$ cat src/rtl/datapath_if.sv
// Control/status bundle between a controller (master) and the datapath (slave).
// No handshake: the master presents a full control word every cycle and the slave's outputs follow it.
interface datapath_if #(
   parameter int WIDTH    = 16,
   parameter int D_ADDR_W = 8,
   parameter int R_ADDR_W = 4
);
   logic                D_wr;
   logic                RF_s;
   logic                RF_W_en;
   logic [D_ADDR_W-1:0] D_addr;
   logic [R_ADDR_W-1:0] RF_W_addr;
   logic [R_ADDR_W-1:0] RF_A_addr;
   logic [R_ADDR_W-1:0] RF_B_addr;
   logic [3:0]          ALU_sel;
   logic [WIDTH-1:0]    ALU_A_Out;
   logic [WIDTH-1:0]    ALU_B_Out;
   logic [WIDTH-1:0]    ALU_Out;
   logic [2:0]          Flags_Out;

   modport master (
      output D_wr, RF_s, RF_W_en, D_addr, RF_W_addr, RF_A_addr, RF_B_addr, ALU_sel,
      input  ALU_A_Out, ALU_B_Out, ALU_Out, Flags_Out
   );

   modport slave (
      input  D_wr, RF_s, RF_W_en, D_addr, RF_W_addr, RF_A_addr, RF_B_addr, ALU_sel,
      output ALU_A_Out, ALU_B_Out, ALU_Out, Flags_Out
   );
endinterface

$ cat src/rtl/datapath.sv
// Register file + ALU + data memory datapath with registered {C,N,Z} flags.
// Memory reads land in a D_rdata register one cycle after the address is presented.
module datapath #(
   parameter int WIDTH    = 16,
   parameter int D_ADDR_W = 8,
   parameter int R_ADDR_W = 4
) (
   input logic       clk,
   input logic       reset,
   datapath_if.slave bus
);
   localparam int NREG = 1 << R_ADDR_W;
   localparam int NMEM = 1 << D_ADDR_W;
   localparam logic [WIDTH-1:0] ONE = WIDTH'(1);

   logic [WIDTH-1:0] rf_q [NREG];
   logic [WIDTH-1:0] mem_q [NMEM];
   logic [WIDTH-1:0] d_rdata_q;
   logic [2:0]       flags_q;

   logic [WIDTH-1:0] a_w, b_w;
   logic [WIDTH-1:0] result_w;
   logic             carry_w;
   logic [WIDTH:0]   wide_w;
   logic [WIDTH-1:0] rf_wdata_d;
   logic [2:0]       flags_d;

   assign a_w = rf_q[bus.RF_A_addr];
   assign b_w = rf_q[bus.RF_B_addr];

   always_comb begin
      result_w = '0;
      carry_w  = 1'b0;
      wide_w   = '0;
      case (bus.ALU_sel)
         4'd0: begin
            wide_w   = {1'b0, a_w} + {1'b0, b_w};
            result_w = wide_w[WIDTH-1:0];
            carry_w  = wide_w[WIDTH];
         end
         4'd1: begin
            result_w = a_w - b_w;
            carry_w  = (a_w < b_w);
         end
         4'd2: result_w = a_w & b_w;
         4'd3: result_w = a_w | b_w;
         4'd4: result_w = a_w ^ b_w;
         4'd5: result_w = ~a_w;
         4'd6: begin
            result_w = {a_w[WIDTH-2:0], 1'b0};
            carry_w  = a_w[WIDTH-1];
         end
         4'd7: begin
            result_w = {1'b0, a_w[WIDTH-1:1]};
            carry_w  = a_w[0];
         end
         4'd8: begin
            wide_w   = {1'b0, a_w} + {1'b0, ONE};
            result_w = wide_w[WIDTH-1:0];
            carry_w  = wide_w[WIDTH];
         end
         4'd9: begin
            result_w = a_w - ONE;
            carry_w  = (a_w == '0);
         end
         4'd10:   result_w = a_w;
         4'd11:   result_w = b_w;
         default: result_w = '0;
      endcase
   end

   assign flags_d    = {carry_w, result_w[WIDTH-1], (result_w == '0)};
   assign rf_wdata_d = bus.RF_s ? d_rdata_q : result_w;

   // Register file, read-data register and flags; the register file has no write-to-read bypass.
   always_ff @(posedge clk) begin
      if (reset) begin
         for (int i = 0; i < NREG; i++) rf_q[i] <= '0;
         d_rdata_q <= '0;
         flags_q   <= '0;
      end else begin
         d_rdata_q <= mem_q[bus.D_addr];
         if (bus.RF_W_en) rf_q[bus.RF_W_addr] <= rf_wdata_d;
         if (bus.RF_W_en && !bus.RF_s) flags_q <= flags_d;
      end
   end

   // Memory contents survive reset; only the write is blocked while reset is high.
   always_ff @(posedge clk) begin
      if (!reset && bus.D_wr) mem_q[bus.D_addr] <= a_w;
   end

   assign bus.ALU_A_Out = a_w;
   assign bus.ALU_B_Out = b_w;
   assign bus.ALU_Out   = result_w;
   assign bus.Flags_Out = flags_q;
endmodule
$ cat src/flat_wrapper.sv
// flat-port wrapper written by rule: the top's interface ports become plain ports
module datapath_flat 
#(
   parameter int WIDTH    = 16,
   parameter int D_ADDR_W = 8,
   parameter int R_ADDR_W = 4
)
  (clk, reset, bus_D_wr, bus_RF_s, bus_RF_W_en, bus_D_addr, bus_RF_W_addr, bus_RF_A_addr, bus_RF_B_addr, bus_ALU_sel, bus_ALU_A_Out, bus_ALU_B_Out, bus_ALU_Out, bus_Flags_Out);
  datapath_if #(.WIDTH(WIDTH), .D_ADDR_W(D_ADDR_W), .R_ADDR_W(R_ADDR_W)) bus_i ();
  input logic clk;
  input logic reset;
  input wire logic [$bits(bus_i.D_wr)-1:0] bus_D_wr;
  input wire logic [$bits(bus_i.RF_s)-1:0] bus_RF_s;
  input wire logic [$bits(bus_i.RF_W_en)-1:0] bus_RF_W_en;
  input wire logic [$bits(bus_i.D_addr)-1:0] bus_D_addr;
  input wire logic [$bits(bus_i.RF_W_addr)-1:0] bus_RF_W_addr;
  input wire logic [$bits(bus_i.RF_A_addr)-1:0] bus_RF_A_addr;
  input wire logic [$bits(bus_i.RF_B_addr)-1:0] bus_RF_B_addr;
  input wire logic [$bits(bus_i.ALU_sel)-1:0] bus_ALU_sel;
  output wire logic [$bits(bus_i.ALU_A_Out)-1:0] bus_ALU_A_Out;
  output wire logic [$bits(bus_i.ALU_B_Out)-1:0] bus_ALU_B_Out;
  output wire logic [$bits(bus_i.ALU_Out)-1:0] bus_ALU_Out;
  output wire logic [$bits(bus_i.Flags_Out)-1:0] bus_Flags_Out;
  assign bus_i.D_wr = bus_D_wr;
  assign bus_i.RF_s = bus_RF_s;
  assign bus_i.RF_W_en = bus_RF_W_en;
  assign bus_i.D_addr = bus_D_addr;
  assign bus_i.RF_W_addr = bus_RF_W_addr;
  assign bus_i.RF_A_addr = bus_RF_A_addr;
  assign bus_i.RF_B_addr = bus_RF_B_addr;
  assign bus_i.ALU_sel = bus_ALU_sel;
  assign bus_ALU_A_Out = bus_i.ALU_A_Out;
  assign bus_ALU_B_Out = bus_i.ALU_B_Out;
  assign bus_ALU_Out = bus_i.ALU_Out;
  assign bus_Flags_Out = bus_i.Flags_Out;
  datapath #(.WIDTH(WIDTH), .D_ADDR_W(D_ADDR_W), .R_ADDR_W(R_ADDR_W)) u_core (.clk(clk), .reset(reset), .bus(bus_i));
endmodule
$ cat config.mk
export PLATFORM = sky130hd
export DESIGN_NAME = datapath_flat
export DESIGN_NICKNAME = d
export VERILOG_FILES = /design/src/rtl/datapath_if.sv /design/src/rtl/datapath.sv /design/src/flat_wrapper.sv
export SDC_FILE = /design/constraint.sdc
export NUM_CORES = 2
export LEC_CHECK = 0
export ABC_CLOCK_PERIOD_IN_PS = 28000
export BUFFER_PORTS_ARGS = -buffer_cell sky130_fd_sc_hd__buf_2
export CORE_MARGIN = 1.5
export CORE_UTILIZATION = 47
export DETAILED_ROUTE_END_ITERATION = 8
export SLEW_MARGIN = 30
export SYNTH_ARGS = -nofsm -noshare
export SYNTH_HDL_FRONTEND = slang
export SYNTH_MEMORY_MAX_BITS = 65536
export SYNTH_SLANG_ARGS = --single-unit
$ cat constraint.sdc
create_clock -name clk -period 28 [get_ports clk]
set_input_delay 1.4 -clock clk [delete_from_list [all_inputs] [get_ports clk]]
set_output_delay 1.4 -clock clk [all_outputs]
set_load 0.05 [all_outputs]
# Word-level counts from Yosys, hierarchy flattened
# Memory sizes are Yosys's and may differ from the RTL's. A register that Yosys moved wholly into a read port is not among the register bits.
# Index checks and enable logic that the tools add are counted.
# W data, S select, Z words.
# totals
elab_cells	44
out_inout_bits	51
mem_count	2
inputBits	29
reg_bits	3
mem_bits_rw	4352
# memory_table
memory	words	word_bits	read_ports	rd_clocked_by_memory_dff	write_ports	line_no	rtl
u_core.mem_q	256	16	1	1	1	datapath.sv:17	logic [WIDTH-1:0] mem_q [NMEM];
u_core.rf_q	16	16	2	0	16	datapath.sv:16	logic [WIDTH-1:0] rf_q [NREG];
# op_classes
n_reduce_logical	8
n_lt_le_gt_ge	1
n_eq_ne	11
muxes	13
addsub	4
bitwise_logic	4
# ops
operator	n
$pmux W16 S12	1
$logic_not A16 Y1	2
$mux W16	2
$add A16 B1 Y17 const B	1
$add A16 B16 Y17	1
$and A16 B16 Y16	1
$eq A4 B3 Y1 const B	4
$eq A4 B4 Y1 const B	4
$lt A16 B16 Y1	1
$not A16 Y16	1
$or A16 B16 Y16	1
$reduce_or A16 Y1	1
$sub A16 B1 Y16 const B	1
$sub A16 B16 Y16	1
$xor A16 B16 Y16	1
$eq A4 B2 Y1 const B	2
$mux W1	8
$pmux W1 S6	1
$eq A4 B1 Y1 const B	1
$logic_not A4 Y1	1
$mux W4	1
$logic_and A1 B1 Y1	2
$logic_not A1 Y1	2

# Longest topological paths before layout
# depth
depth_word	5
ltp_mapped	21
mapped_depth_nobuf	17

# Worst setup path after synthesis
# No wires, ideal clock.
# synth_timing
path_kind	input-to-output
startpoint	input bus_RF_A_addr[1]
endpoint	output bus_ALU_Out[15]
setup_slack_ns	14.082
required_ns	26.600
arrival_time_ns	12.518
path_buffers	7
cell_stages	15
cell_sequence	buf_2 -> buf_2 -> buf_1 -> buf_2 -> buf_2 -> a211oi_1 -> a21oi_1 -> inv_1 -> ha_1 -> clkbuf_1 -> a221oi_1 -> o221a_2 -> o2111a_1 -> nand2_1 -> buf_4
# synth_via
elab_chain_len	3
elab_cells_between_ends	10
classes_between	add/sub: 4; mux: 1; bitwise: 4; memory: 1
# synth_lines
item	line_no	rtl
from (decl)	flat_wrapper.sv:17	input wire logic [$bits(bus_i.RF_A_addr)-1:0] bus_RF_A_addr;
$mem_v2 Z16 W16 *	-	
named net bus_ALU_A_Out[15]	flat_wrapper.sv:20	output wire logic [$bits(bus_i.ALU_A_Out)-1:0] bus_ALU_A_Out;
$sub A16 B1 Y16, or another cell as far along	datapath.sv:63	result_w = a_w - ONE;
$pmux W16 S12 *	datapath.sv:35	case (bus.ALU_sel)
to (decl)	flat_wrapper.sv:22	output wire logic [$bits(bus_i.ALU_Out)-1:0] bus_ALU_Out;
# The timed path passes the listed nets; every way through them passes the cells marked *.

# Worst setup path in the final report
# layout_timing
startpoint	input bus_RF_A_addr[0]
endpoint	output bus_ALU_Out[12]
# layout_via
elab_chain_len	3
elab_cells_between_ends	10
classes_between	add/sub: 4; mux: 1; bitwise: 4; memory: 1
# layout_lines
item	line_no
$mem_v2 Z16 W16 *	-
$sub A16 B1 Y16, or another cell as far along	datapath.sv:63
$pmux W16 S12 *	datapath.sv:35
# Mark *: on every way between the ends. The rest lies on a longest branch, timed or not.

==> flow_summary.toml <==
[outcome]
status = "completed"

[floorplan]
die_y_um = 614
die_w_um = 614
placementRows = 224
initial_core_util = 0.472
core_area_um2 = 372000
io_pins = 80
die_area_um2 = 377000

[synthesis]
yosys.area_share.simple = 0.0271
synth_cells = 7914
synth_xor_area_frac = 0.000700
synth_edf_count = 4352
yosys.area.top_type = "edfxtp_1"
yosysUniqueCellTypes = 90
synth_compound_area_frac = 0.0130
yosys_warnings = 0
synthArstFlopShare = 0
synth_top_family_by_area = "multiplexers"
synth_fa_ha_area_frac = 0.00394
syn_area_um2 = 175000
ys_seq_elements = 4371
yosysTopAreaCellShare = 0.746
synth-main-ff-cell = "edfxtp_1"
synthesis.nets = 7997
synth-seq-area-share = 0.748
ys_top_cells_by_area = "edfxtp_1 75%, mux4_2 19%, nor2_1 1.2%"
synthMuxAreaShare = 0.195
synth_area_per_cell_um2 = 22.1

[sta]
rsz0062_at_grt = "no"
setup_viol = 0
max_freq_mhz = 112
slew-limit-headroom = 0.306
fin_tns_setup_ns = 0
hold_viol_final = 0
slew_viol_final = 0
finClkSkew_ns = 0.0487
timing.final.crit_share = 0.320
tightest_slew_ns = 1.04
final.min_clock_period_ns = 8.97

[detailed_routing]
drtPass1Iterations = 6
antenna_left = 0
num_vias = 88100
viasPerCell = 6.42
wl_per_cell_um = 36.1
wirelength_um = 495000
drc = 0
drtIter0Drc = 11700

[layout]
final_common_cell = "edfxtp_1"
seq_area_um2 = 131000
drive_above_1_share = 0.336
fillCellCount = 28300
instances_no_fill = 13700
area_delta_synth_final_pct = 13.2
layout_common_cells = "4352 x edfxtp_1, 1440 x mux4_2, 444 x clkbuf_16, 401 x buf_4, 324 x nor2_1"
final_nets = 8453
multi_input_area_um2 = 43000

[worst_setup_path]
start_kind = "primary input"
crit_chain = "buf_4 -> buf_4 -> buf_4 -> mux2_2 -> mux4_2 -> nand2_1 -> nand2_8 -> inv_1 -> ha_1 -> or3_1 -> a211o_1 -> a31oi_1 -> a2bb2oi_1 -> nor2_1 -> a21oi_1 -> o211ai_1 -> buf_2"
critPathCapture = "bus_ALU_Out[12]"
r2r_end = "u_core.rf_q[12][8]$_SDFFCE_PN0P_"
critical_path_class = "primary input to primary output"
critical_path.slowest_cell = "buf_4"
worstPathRequired_ns = 26.60
cp-end-kind = "primary output"
crit_fanout = 84
rrSetupSlack_ns = 21.87
cp.arrival_ns = 7.57
setup.worst_path.start = "bus_RF_A_addr[0]"
reg2regPathDepth = 16
cpPeakStageDelay_ns = 0.57
crit_top_cell = "buf_4"
timing.rr.start = "u_core.rf_q[13][0]$_SDFFCE_PN0P_"

[clock_network]
clock-sinks = 4371
cts.htree.levels = 5
cts_tree = "built"
numCtsBuffers = 437
cts_root_buf = "clkbuf_16"
clkTransAtPathRegs_ns = 0.06
worstSkewPairLatency_ns = 0.99
hold_buffers = 0
ctsResizeCount = 0
clockBufferDepth = 4
cts_setup_buffers = 0

[placement]
dpl.cell_count = 12900
dp_hpwl_um = 292000
gp_congestion = 0.927
port_buffers = 79

[grt]
grt.total_usage = 0.262
gr-total-overflow = 0
grt_pass1_vias = 88000
grt_max_degree = 240
antenna_found_initial = 37
grt_pass1_wl_um = 690000

[power_and_ir_drop]
p_per_area_nw_per_um2 = 71.9
peakVddDrop_mv = 0.0581
leakagePower_nw = 62.0

[flow_run]
cap_violations = 0

[min_path]
min_path_type = "flop to flop"
## report_power, final
group          internal, mW  switching (mW)  total [mW]
clock                  3.24            2.47        5.71
combinational         0.349           0.808        1.16
sequential             7.37          0.0186        7.39
## per-stage QoR
stage | power, mW | hold slack, ns | instance area, um^2 | worst slack (ns) | util
after floorplan | 8.24 | 0.617 | 175000 | 14.08 | -
after global placement | 8.65 | 0.505 | 184000 | 18.88 | 0.495
after detailed placement | 8.68 | 0.497 | 184000 | 19.04 | 0.496
after CTS | 14.3 | 0.507 | 198000 | 19.04 | 0.533
after global routing | 14.6 | 0.539 | 198000 | 18.64 | 0.534
final | 14.3 | 0.530 | 198000 | 19.03 | 0.534
## registers in the layout, summed over array words and instances, names as in the netlist
register,flops
u_core.bus.Flags_Out,3
u_core.d_rdata_q,16
u_core.mem_q,4096
u_core.rf_q,256
## final cells by class
| class | count | area share |
|---|---|---|
| inverter | 48 | 0.00132 |
| sequential | 4371 | 0.660 |
| timing repair buffer | 504 | 0.0199 |
| clock inverter | 247 | 0.0116 |
| multi-input combinational | 3008 | 0.217 |
| tap | 4972 | 0.0313 |
| antenna | 24 | 0.000303 |
| clock buffer | 547 | 0.0581 |
## Yosys cell counts, types with 17 or more instances
library cell and count:
nor2_1 555, nand2_1 143, nor2b_1 41, edfxtp_1 4352
nand3_1 77, mux2i_1 84, a211oi_1 17, nor3_1 53
buf_1 90, inv_1 42, mux4_2 1443, clkbuf_1 303
o21ai_0 49, nand2b_1 27, dfxtp_1 19, nor4_1 17
buf_2 79, nand4_1 21, a21oi_1 49, a31oi_1 27
a22oi_1 29, ha_1 52, mux2_2 40
## metal layers
layer  vias to the layer above  share of wire  track usage
met3                       892          0.087       0.0446
met4                         4          0.041       0.0943
met1                     48100           0.40        0.376
met2                      4514           0.47        0.409
li1                      34600              -            -
met5                         -        0.00012            0
## kinds of logic (layout without fill, tap and decap cells)
logic type / count (synthesis) / after routing
other: 0 / 24
AOI/OAI and AO/OA: 318 / 318
and+or+nand+nor: 1039 / 1039
buffers and inverters: 535 / 1346
DFF: 4371 / 4371
muxes: 1583 / 1583
xor gates and xnor gates: 14 / 14
adders and majority gates: 54 / 54
## critical path: cells and delay by family
family | cells | cell delay [ns]
adders and majority gates | 1 | 0.34
buffers and inverters | 5 | 2.09
AOI/OAI and AO/OA | 5 | 1.55
muxes | 2 | 0.92
and+or+nand+nor | 4 | 1.16
## worst min-delay path by stage
stage	from	endpoint	slack [ns]	cells past startpoint
after floorplan	u_core.d_rdata_q[13]$_SDFF_PP0_	u_core.rf_q[0][13]$_SDFFCE_PN0P_	0.62	2
after global placement	u_core.bus.Flags_Out[2]$_SDFFE_PP0P_	u_core.bus.Flags_Out[2]$_SDFFE_PP0P_	0.50	2
after detailed placement	u_core.bus.Flags_Out[2]$_SDFFE_PP0P_	u_core.bus.Flags_Out[2]$_SDFFE_PP0P_	0.50	2
after CTS	u_core.bus.Flags_Out[2]$_SDFFE_PP0P_	u_core.bus.Flags_Out[2]$_SDFFE_PP0P_	0.51	2
after global routing	u_core.bus.Flags_Out[2]$_SDFFE_PP0P_	u_core.bus.Flags_Out[2]$_SDFFE_PP0P_	0.54	2
final	u_core.bus.Flags_Out[2]$_SDFFE_PP0P_	u_core.bus.Flags_Out[2]$_SDFFE_PP0P_	0.53	2
No activity file was read; power rests on OpenSTA's default activity.
